### src/rtl/multicycle_ctrl.sv
// multicycle_ctrl: sequencing FSM that drives every enable and mux select of a
// multicycle RV32I datapath with one unified, variable-latency memory. It also
// runs the memory request/ready handshake and counts retired instructions.
module multicycle_ctrl #(
    parameter int CNT_W = 32
) (
    input  logic             clk,
    input  logic             rst,
    input  logic             run_i,
    input  logic [6:0]       op_i,
    input  logic [2:0]       funct3_i,
    input  logic             funct7bit_i,
    input  logic             branch_taken_i,
    input  logic             mem_ready_i,
    output logic             mem_req_o,
    output logic             mem_we_o,
    output logic             adr_src_o,
    output logic             ir_we_o,
    output logic             pc_we_o,
    output logic             pc_src_o,
    output logic             reg_we_o,
    output logic [1:0]       alu_src_a_o,
    output logic [1:0]       alu_src_b_o,
    output logic [3:0]       alu_ctrl_o,
    output logic [1:0]       result_src_o,
    output logic             retire_o,
    output logic             illegal_o,
    output logic [CNT_W-1:0] instr_cnt_o
);

    localparam logic [6:0] OP_LOAD  = 7'b0000011;
    localparam logic [6:0] OP_STORE = 7'b0100011;
    localparam logic [6:0] OP_R     = 7'b0110011;
    localparam logic [6:0] OP_I     = 7'b0010011;
    localparam logic [6:0] OP_BR    = 7'b1100011;
    localparam logic [6:0] OP_JAL   = 7'b1101111;
    localparam logic [6:0] OP_JALR  = 7'b1100111;
    localparam logic [6:0] OP_LUI   = 7'b0110111;

    localparam logic [3:0] ALU_ADD  = 4'd0;
    localparam logic [3:0] ALU_SUB  = 4'd1;
    localparam logic [3:0] ALU_SLL  = 4'd2;
    localparam logic [3:0] ALU_SLT  = 4'd3;
    localparam logic [3:0] ALU_SLTU = 4'd4;
    localparam logic [3:0] ALU_XOR  = 4'd5;
    localparam logic [3:0] ALU_SRL  = 4'd6;
    localparam logic [3:0] ALU_SRA  = 4'd7;
    localparam logic [3:0] ALU_OR   = 4'd8;
    localparam logic [3:0] ALU_AND  = 4'd9;

    typedef enum logic [3:0] {
        S_FETCH, S_DECODE, S_MEMADR, S_MEMREAD, S_MEMWRITE, S_MEMWB,
        S_EXECR, S_EXECI, S_LUI, S_ALUWB, S_BRANCH, S_JAL,
        S_JALR1, S_JALR2, S_TRAP
    } state_t;

    state_t state, next_state;
    logic   fetch_pending;

    // funct7bit picks sub/sra for R-type but only sra for I-type (addi has no subi)
    function automatic logic [3:0] alu_decode(input logic is_r, input logic [2:0] f3,
                                              input logic f7);
        logic [3:0] code;
        case (f3)
            3'b000:  code = (is_r && f7) ? ALU_SUB : ALU_ADD;
            3'b001:  code = ALU_SLL;
            3'b010:  code = ALU_SLT;
            3'b011:  code = ALU_SLTU;
            3'b100:  code = ALU_XOR;
            3'b101:  code = f7 ? ALU_SRA : ALU_SRL;
            3'b110:  code = ALU_OR;
            default: code = ALU_AND;
        endcase
        return code;
    endfunction

    // State, sticky illegal flag, retire counter and outstanding-fetch flag
    always_ff @(posedge clk or negedge rst) begin
        if (!rst) begin
            state         <= S_FETCH;
            fetch_pending <= 1'b0;
            illegal_o     <= 1'b0;
            instr_cnt_o   <= '0;
        end else begin
            state         <= next_state;
            fetch_pending <= (state == S_FETCH) && mem_req_o && !mem_ready_i;
            if (next_state == S_TRAP) begin
                illegal_o <= 1'b1;
            end
            if (retire_o) begin
                instr_cnt_o <= instr_cnt_o + CNT_W'(1);
            end
        end
    end

    // Next state and all combinational datapath controls; everything idles in reset
    always_comb begin
        next_state   = state;
        mem_req_o    = 1'b0;
        mem_we_o     = 1'b0;
        adr_src_o    = 1'b0;
        ir_we_o      = 1'b0;
        pc_we_o      = 1'b0;
        pc_src_o     = 1'b0;
        reg_we_o     = 1'b0;
        alu_src_a_o  = 2'b00;
        alu_src_b_o  = 2'b00;
        alu_ctrl_o   = ALU_ADD;
        result_src_o = 2'b00;
        retire_o     = 1'b0;
        if (rst) begin
            case (state)
                S_FETCH: begin
                    if (run_i || fetch_pending) begin
                        mem_req_o   = 1'b1;
                        alu_src_a_o = 2'b00;
                        alu_src_b_o = 2'b10;
                        if (mem_ready_i) begin
                            ir_we_o    = 1'b1;
                            pc_we_o    = 1'b1;
                            next_state = S_DECODE;
                        end
                    end
                end
                S_DECODE: begin
                    alu_src_a_o = 2'b01;
                    alu_src_b_o = 2'b01;
                    case (op_i)
                        OP_LOAD:  next_state = S_MEMADR;
                        OP_STORE: next_state = S_MEMADR;
                        OP_R:     next_state = S_EXECR;
                        OP_I:     next_state = S_EXECI;
                        OP_BR:    next_state = S_BRANCH;
                        OP_JAL:   next_state = S_JAL;
                        OP_JALR:  next_state = S_JALR1;
                        OP_LUI:   next_state = S_LUI;
                        default:  next_state = S_TRAP;
                    endcase
                end
                S_MEMADR: begin
                    alu_src_a_o = 2'b10;
                    alu_src_b_o = 2'b01;
                    next_state  = (op_i == OP_STORE) ? S_MEMWRITE : S_MEMREAD;
                end
                S_MEMREAD: begin
                    mem_req_o = 1'b1;
                    adr_src_o = 1'b1;
                    if (mem_ready_i) begin
                        next_state = S_MEMWB;
                    end
                end
                S_MEMWRITE: begin
                    mem_req_o = 1'b1;
                    mem_we_o  = 1'b1;
                    adr_src_o = 1'b1;
                    if (mem_ready_i) begin
                        retire_o   = 1'b1;
                        next_state = S_FETCH;
                    end
                end
                S_MEMWB: begin
                    result_src_o = 2'b01;
                    reg_we_o     = 1'b1;
                    retire_o     = 1'b1;
                    next_state   = S_FETCH;
                end
                S_EXECR: begin
                    alu_src_a_o = 2'b10;
                    alu_src_b_o = 2'b00;
                    alu_ctrl_o  = alu_decode(1'b1, funct3_i, funct7bit_i);
                    next_state  = S_ALUWB;
                end
                S_EXECI: begin
                    alu_src_a_o = 2'b10;
                    alu_src_b_o = 2'b01;
                    alu_ctrl_o  = alu_decode(1'b0, funct3_i, funct7bit_i);
                    next_state  = S_ALUWB;
                end
                S_LUI: begin
                    alu_src_a_o = 2'b11;
                    alu_src_b_o = 2'b01;
                    next_state  = S_ALUWB;
                end
                S_ALUWB: begin
                    result_src_o = 2'b00;
                    reg_we_o     = 1'b1;
                    retire_o     = 1'b1;
                    next_state   = S_FETCH;
                end
                S_BRANCH: begin
                    alu_src_a_o = 2'b10;
                    alu_src_b_o = 2'b00;
                    alu_ctrl_o  = ALU_SUB;
                    pc_src_o    = 1'b1;
                    pc_we_o     = branch_taken_i;
                    retire_o    = 1'b1;
                    next_state  = S_FETCH;
                end
                S_JALR1: begin
                    alu_src_a_o = 2'b10;
                    alu_src_b_o = 2'b01;
                    next_state  = S_JALR2;
                end
                S_JAL, S_JALR2: begin
                    pc_src_o     = 1'b1;
                    pc_we_o      = 1'b1;
                    alu_src_a_o  = 2'b01;
                    alu_src_b_o  = 2'b10;
                    result_src_o = 2'b10;
                    reg_we_o     = 1'b1;
                    retire_o     = 1'b1;
                    next_state   = S_FETCH;
                end
                S_TRAP: begin
                    next_state = S_TRAP;
                end
                default: begin
                    next_state = S_FETCH;
                end
            endcase
        end
    end

endmodule
### config.mk
export PLATFORM = sky130hd
export DESIGN_NAME = multicycle_ctrl
export DESIGN_NICKNAME = d
export VERILOG_FILES = /design/src/rtl/multicycle_ctrl.sv
export SDC_FILE = /design/constraint.sdc
export NUM_CORES = 1
export LEC_CHECK = 0
export BUFFER_PORTS_ARGS = -buffer_cell sky130_fd_sc_hd__buf_2
export CAP_MARGIN = 5
export CORE_AREA = 2 2 68 70
export CTS_CLUSTER_DIAMETER = 120
export DETAILED_ROUTE_END_ITERATION = 10
export DIE_AREA = 0 0 70 72
export HOLD_SLACK_MARGIN = 0.08
export PLACE_DENSITY = 0.86
export SLEW_MARGIN = 20
export SYNTH_ARGS = -nofsm -noshare
export SYNTH_HDL_FRONTEND = slang
export SYNTH_SLANG_ARGS = --single-unit
### constraint.sdc
create_clock -name clk -period 4 [get_ports clk]
set_input_delay 0.2 -clock clk [delete_from_list [all_inputs] [get_ports clk]]
set_output_delay 0.2 -clock clk [all_outputs]
set_load 0.02 [all_outputs]
==> results of run 1 <==
## final timing paths
path,cells after the start,slack (ns),end,startpoint
setup / recovery,7,1.44,instr_cnt_o[31]$_DFFE_PN0P_,rst
hold / removal,2,0.18,fetch_pending$_DFF_PN0_,mem_ready_i
setup reg to reg,5,1.53,instr_cnt_o[31]$_DFFE_PN0P_,state[3]$_DFF_PN0_
hold reg to reg,2,0.47,illegal_o$_DFFE_PN0N_,illegal_o$_DFFE_PN0N_
max in group asynchronous,3,2.90,instr_cnt_o[0]$_DFFE_PN0P_,rst
min in group asynchronous,2,0.40,instr_cnt_o[22]$_DFFE_PN0P_,rst
## stage by stage
step	instance area (um^2)	total power, mW	worst slack [ns]	hold slack (ns)	std cells
CTS	2790	1.26	1.38	0.156	381
global route	2790	1.35	1.20	0.171	381
floorplan	2310	0.857	1.95	-0.0956	259
global placement	2690	0.983	1.74	0.177	372
detailed placement	2690	0.996	1.63	0.174	372
finish	2790	1.26	1.44	0.179	381
## logic make-up after synthesis
kind of cell	synth area share [%]
and+or+nand+nor	28.3
AOI/OAI and AO/OA	12.5
DFF	41.2
xor gates and xnor gates	12.5
buffers and inverters	3.52
muxes	1.41
adders and majority gates	0.542
## cells in the mapped netlist (all sizes together), types with 2 or more instances
| master | number | share of area, % |
|---|---|---|
| nor3 | 17 | 3.7 |
| and4 | 2 | 0.76 |
| xnor2 | 12 | 4.6 |
| or2 | 5 | 1.4 |
| nand3 | 10 | 2.4 |
| a2111oi | 2 | 1.0 |
| nand4 | 8 | 2.2 |
| nor2 | 29 | 4.7 |
| and3 | 5 | 1.4 |
| o21bai | 2 | 0.65 |
| nand3b | 2 | 0.65 |
| a21oi | 10 | 2.2 |
| inv | 15 | 2.4 |
| mux2 | 2 | 0.98 |
| a311oi | 2 | 1.0 |
| dfrtp | 38 | 41 |
| nand2b | 3 | 0.81 |
| a31oi | 2 | 0.54 |
| buf | 3 | 0.60 |
| or3 | 3 | 1.0 |
| and2 | 3 | 0.81 |
| nand2 | 21 | 3.4 |
| nor2b | 5 | 1.4 |
| xor2 | 21 | 8.0 |
| a211oi | 5 | 1.8 |
| nor4 | 3 | 0.81 |
| clkbuf | 3 | 0.49 |
| o21ai | 7 | 1.5 |
## sequential cells by signal (all words and copies together), names as in the netlist
signal         flops
illegal_o          1
fetch_pending      1
instr_cnt_o       32
state              4
## report_power, final
group	switching [mW]	internal, mW
logic	0.287	0.187
clock network	0.123	0.139
registers	0.0962	0.423
total	0.507	0.749
## cell type report
class                           count  area (um^2)
Multi-Input combinational cell    200         1280
Tap cell                           52         65.1
Clock inverter                      1         5.00
Timing Repair Buffer               68          348
Inverter                           15         56.3
Fill cell                         361         1480
Sequential cell                    38          951
Clock buffer                        7         86.3
## layer usage
metal  track usage (%)  share of wire (%)
met1              30.1                 42
met2              37.4                 49
met5                 0                  0
met3              5.14                8.5
met4              7.69               0.81
==> impl_metrics.tcl, run 1 <==
set metrics [dict create \
    hpwl_um 4050 \
    die_w_um 70 \
    gp_congestion 0.860 \
    hold_path.class "in2reg" \
    nets 345 \
    yosysWarnings 0 \
    synth-seq-area-share_pct 41.2 \
    worstPathMaxFanout 21 \
    cp-end-kind "register" \
    cts-root-buf "clkbuf_8" \
    gr-total-overflow 0 \
    coreArea_um2 4260 \
    dieArea_um2 5040 \
    n_antenna_cell 0 \
    via_per_inst 5.70 \
    synth_flop_cell "dfrtp_1" \
    cts_buffer_depth 2 \
    status "finished, final reports clean" \
    htreeDepth 2 \
    finalSetupTns_ns 0 \
    max_freq_ghz 0.391 \
    worst-path-buf-inv 2 \
    min_period_over_period_pct 63.9 \
    vdd_drop_max_uv 469 \
    synth_enable_flop_cells 0 \
    power.density_nw_per_um2 451 \
    drive_gt1_share_pct 26.4 \
    async_flop_share_pct 100 \
    holdBufCountCts 1 \
    rsz0062_at_grt "no" \
    finalHoldViolCount 0 \
    rows 24 \
    port_buffers 66 \
    wirelength_um 5460 \
    start_util_pct 54.1 \
    drc 0 \
    maxSlewViolCount 0 \
    setup_viol 0 \
    grt_max_degree 31 \
    leakage_nw 1.42 \
    numCtsBuffers 5 \
    cts_tree "built" \
    grt_first_pass_wirelength_um 9250 \
    layout_min_cycle_time_ns 2.56 \
    cts_sinks 38 \
    crit_path_top_delay_cell "dlygate4sd3_1" \
    cts-resized-gates 0 \
    synth_fp_nets 276 \
    synth.avg_cell_area_um2 8.91 \
    clock_latency_ns 0.28 \
    critical-path-max-stage-delay_ns 0.52 \
    ys_ff_latch 38 \
    path_clk_slew_ns 0.07 \
    ant_nets 0 \
    grt_pass1_vias 2034 \
    dr.pass1.iters 4 \
    crit_chain "dlygate4sd3_1 -> buf_2 -> o21ai_1 -> a211oi_2 -> nand3_2 -> nor4_1 -> xor2_1" \
    final_cell_mix "66 x buf_2, 38 x dfrtp_1, 29 x nor2_1" \
    clock_skew_ns 0.00531 \
    track_usage_pct 22.7 \
    drt_iter0_markers 160 \
    pin_count 67 \
    syn2layout_area_growth_pct 20.8 \
    vias 2171 \
    maxCapViolations 0 \
    syn_area_um2 2310 \
    post-cts-setup-buffers 0 \
    max_slew_margin_pct 59.7 \
    die_h_um 72 \
    critical_path_arrival_ns 2.76 \
    worstPathRequired_ns 4.20 \
    synth_cell_types 54 \
    synth_cells 259 \
    worstMarginPinSlew_ns 0.604 \
    fin_util_pct 65.4 \
    crit_family "buffers and inverters" \
    antenna_found_initial 0 \
    startpoint_type "input port" \
    path_class "in2reg" \
    wl_per_cell_um 14.3 \
    final_common_cell "buf_2" \
]
(Power assumes the default switching activity.)
==> inputs of run 2 (changes only) <==
ABC_AREA = 1   (was not set)
CORE_AREA = 2 2 75 77   (was 2 2 68 70)
DIE_AREA = 0 0 77 79   (was 0 0 70 72)
PLACE_DENSITY = 0.82   (was 0.86)
clock period = 2.5 ns   (was 4 ns; I/O delays follow)
==> run 2 against run 1 <==
Clock-buffer cell count unchanged. Area after synthesis grew 18%. Clock skew rose by 0.0011 ns. Register-to-register slack lost 0.88 ns. Via count rose by 33%. Cell area grew 15%. Flip-flop and latch count unchanged. Sequential power grew 90%. Sequential share of layout area decreased by 4.5 points. Clock power is 50% higher. Critical path type is now reg2out. Critical endpoint is now retire_o.
==> impl_metrics.tcl, run 2 <==
set metrics [dict create \
    synth_common_cells "139 x nand2_1, 52 x inv_1, 50 x nor2_1" \
    gr-total-overflow 0 \
    cts_sinks 38 \
    critical_path_arrival_ns 1.92 \
    wirelength_um 6930 \
    die_w_um 77 \
    cts_buffer_depth 2 \
    biggestRegsByFlops "instr_cnt_o (32), state (4)" \
    power.switching_mw 1.32 \
    final_common_cell "nand2_1" \
    p_seq_share_pct 36.7 \
    synth_cells 419 \
    synth-seq-area-share_pct 34.8 \
    drive_gt1_share_pct 17.0 \
    maxSlewViolCount 0 \
    track_usage_pct 23.9 \
    antenna_found_initial 0 \
    swShare_pct 49.1 \
    p_comb_share_pct 48.7 \
    die_h_um 79 \
    clkPwrFrac_pct 14.6 \
    grt_pass1_vias 2589 \
    hold_path.class "in2reg" \
    port_buffers 66 \
    synth_top_cell_area_share_pct 34.8 \
    drc 0 \
    crit_top_cell "nand2_2" \
    leakage_nw 1.73 \
    dieArea_um2 6080 \
    largest_register_ffs 32 \
    grt_max_degree 47 \
    path_clk_slew_ns 0.07 \
    gp_congestion 0.908 \
    worstMarginPinSlew_ns 0.554 \
    vdd_drop_max_uv 477 \
    crit_family "buffers and inverters" \
    yosysWarnings 0 \
    layout_min_cycle_time_ns 2.04 \
    hpwl_um 5470 \
    cts_tree "built" \
    synth.avg_cell_area_um2 6.52 \
    max_slew_margin_pct 63.0 \
    ys_ff_latch 38 \
    dr.pass1.iters 4 \
    min_period_over_period_pct 81.8 \
    synth_fp_nets 436 \
    cp-end-kind "output pin" \
    worst-path-buf-inv 4 \
    regMostFlops "instr_cnt_o" \
    finalHoldViolCount 0 \
    syn_area_um2 2730 \
    rsz0062_at_grt "no" \
    pin_count 67 \
    synth_flop_cell "dfrtp_1" \
    p_int_mw 1.37 \
    setup_viol 0 \
    synth_most_common_cell "nand2_1" \
    vias 2878 \
    synth_cell_types 27 \
    start_util_pct 51.2 \
    crit_path_top_delay_cell "dfrtp_1" \
    worstPathMaxFanout 38 \
    n_antenna_cell 0 \
    post-cts-setup-buffers 0 \
    max_freq_ghz 0.489 \
    via_per_inst 5.15 \
    wl_per_cell_um 12.4 \
    p_total_mw 2.69 \
    clock_latency_ns 0.29 \
    async_flop_share_pct 100 \
    htreeDepth 2 \
    synth_enable_flop_cells 0 \
    grt_first_pass_wirelength_um 11700 \
    netlist_top_cells_area "dfrtp_1 35%, nand2_1 19%, xor2_1 7.7%" \
    power.density_nw_per_um2 838 \
    rows 27 \
    maxCapViolations 0 \
    drt_iter0_markers 194 \
    coreArea_um2 5340 \
    clock_skew_ns 0.00641 \
    crit_chain "inv_2 -> nor2_1 -> nand2_2 -> a21oi_2 -> inv_1 -> nand2_2 -> buf_4 -> buf_2" \
    syn2layout_area_growth_pct 17.4 \
    nets 504 \
    yosys.area.top_type "dfrtp_1" \
    path_class "reg2out" \
    startpoint_type "register" \
    worstPathRequired_ns 2.38 \
    numCtsBuffers 5 \
    critical-path-max-stage-delay_ns 0.40 \
    status "finished, final reports clean" \
    final_cell_mix "139 x nand2_1, 66 x buf_2, 52 x inv_1" \
    finalSetupTns_ns 0 \
    ant_nets 0 \
    cts-root-buf "clkbuf_8" \
]
## run 2: cell types whose count changed after synthesis, moves of 6 or more
cell	change
nand3_1	+10
nand2_1	+118
inv_1	+37
nand4_1	+6
nor2_1	+21
o21ai_0	+7
xnor2_1	-7
## run 2: layer usage
layer,track usage (%),vias up,routed length (um)
li1,-,1450,-
met1,34.3,1317,3320
met2,37.6,101,3110
met3,3.30,10,380
met4,7.68,0,118
met5,0,-,0
## run 2: logic make-up (layout without fill, tap and decap cells)
family / after synthesis / count (layout) / synth area share [%]
AND/OR/NAND/NOR: 256 / 256 / 39.8
buffers and inverters: 63 / 131 / 9.43
flip-flops: 38 / 38 / 34.8
AO/OA/AOI/OAI: 32 / 32 / 6.27
XOR/XNOR: 29 / 29 / 9.29
adder cells (fa/ha/maj): 1 / 1 / 0.458
## run 2: repair_timing
action | in CTS | in global routing
hold endpoints to repair | 39 | 0
setup endpoints to repair | 0 | 0
resized for setup | 0 | 0
hold buffers | 2 | 0
## run 2: area by class of cell
| type | count | area, um^2 |
|---|---|---|
| well taps | 72 | 90.1 |
| inverters | 54 | 203 |
| multi-input cells | 318 | 1530 |
| fillers | 555 | 2130 |
| clock buffers | 7 | 76.3 |
| flip-flops and latches | 38 | 951 |
| repair buffers | 70 | 365 |
## run 2: worst paths after layout
| path | start | end | slack (ns) | cells past startpoint |
|---|---|---|---|---|
| max reg2reg | state[2]$_DFF_PN0_ | instr_cnt_o[7]$_DFFE_PN0P_ | 0.65 | 7 |
| max in group asynchronous | rst | instr_cnt_o[18]$_DFFE_PN0P_ | 1.61 | 3 |
| min | op_i[6] | state[3]$_DFF_PN0_ | 0.27 | 5 |
| max | state[3]$_DFF_PN0_ | retire_o | 0.46 | 8 |
| min reg2reg | illegal_o$_DFFE_PN0N_ | illegal_o$_DFFE_PN0N_ | 0.47 | 2 |
| min in group asynchronous | rst | instr_cnt_o[4]$_DFFE_PN0P_ | 0.50 | 3 |
## run 2: stage by stage
step | instances | area, um^2 | utilization (%) | hold slack, ns | setup slack, ns
after floorplan | 419 | 2730 | - | -0.171 | 0.915
after global placement | 550 | 3110 | 58.3 | 0.276 | 0.645
after detailed placement | 550 | 3110 | 58.3 | 0.290 | 0.690
after CTS | 559 | 3210 | 60.2 | 0.268 | 0.468
after global routing | 559 | 3210 | 60.2 | 0.352 | 0.272
final | 559 | 3210 | 60.2 | 0.274 | 0.455
## run 2: tightest hold or removal path, delay by kind of cell
family | cells | cell delay (ns)
buffers and inverters | 2 | 0.18
AND/OR/NAND/NOR | 1 | 0.06
AO/OA/AOI/OAI | 2 | 0.16
## run 2: power groups by stage
stage | registers (mW) | logic, mW | clock network, mW
3_5_place_dp | 0.995 | 1.30 | 0
2_1_floorplan | 1.12 | 0.781 | 0
4_1_cts | 0.983 | 1.31 | 0.402
3_3_place_gp | 0.992 | 1.29 | 0
6_report | 0.988 | 1.31 | 0.393
5_1_grt | 1.01 | 1.46 | 0.426
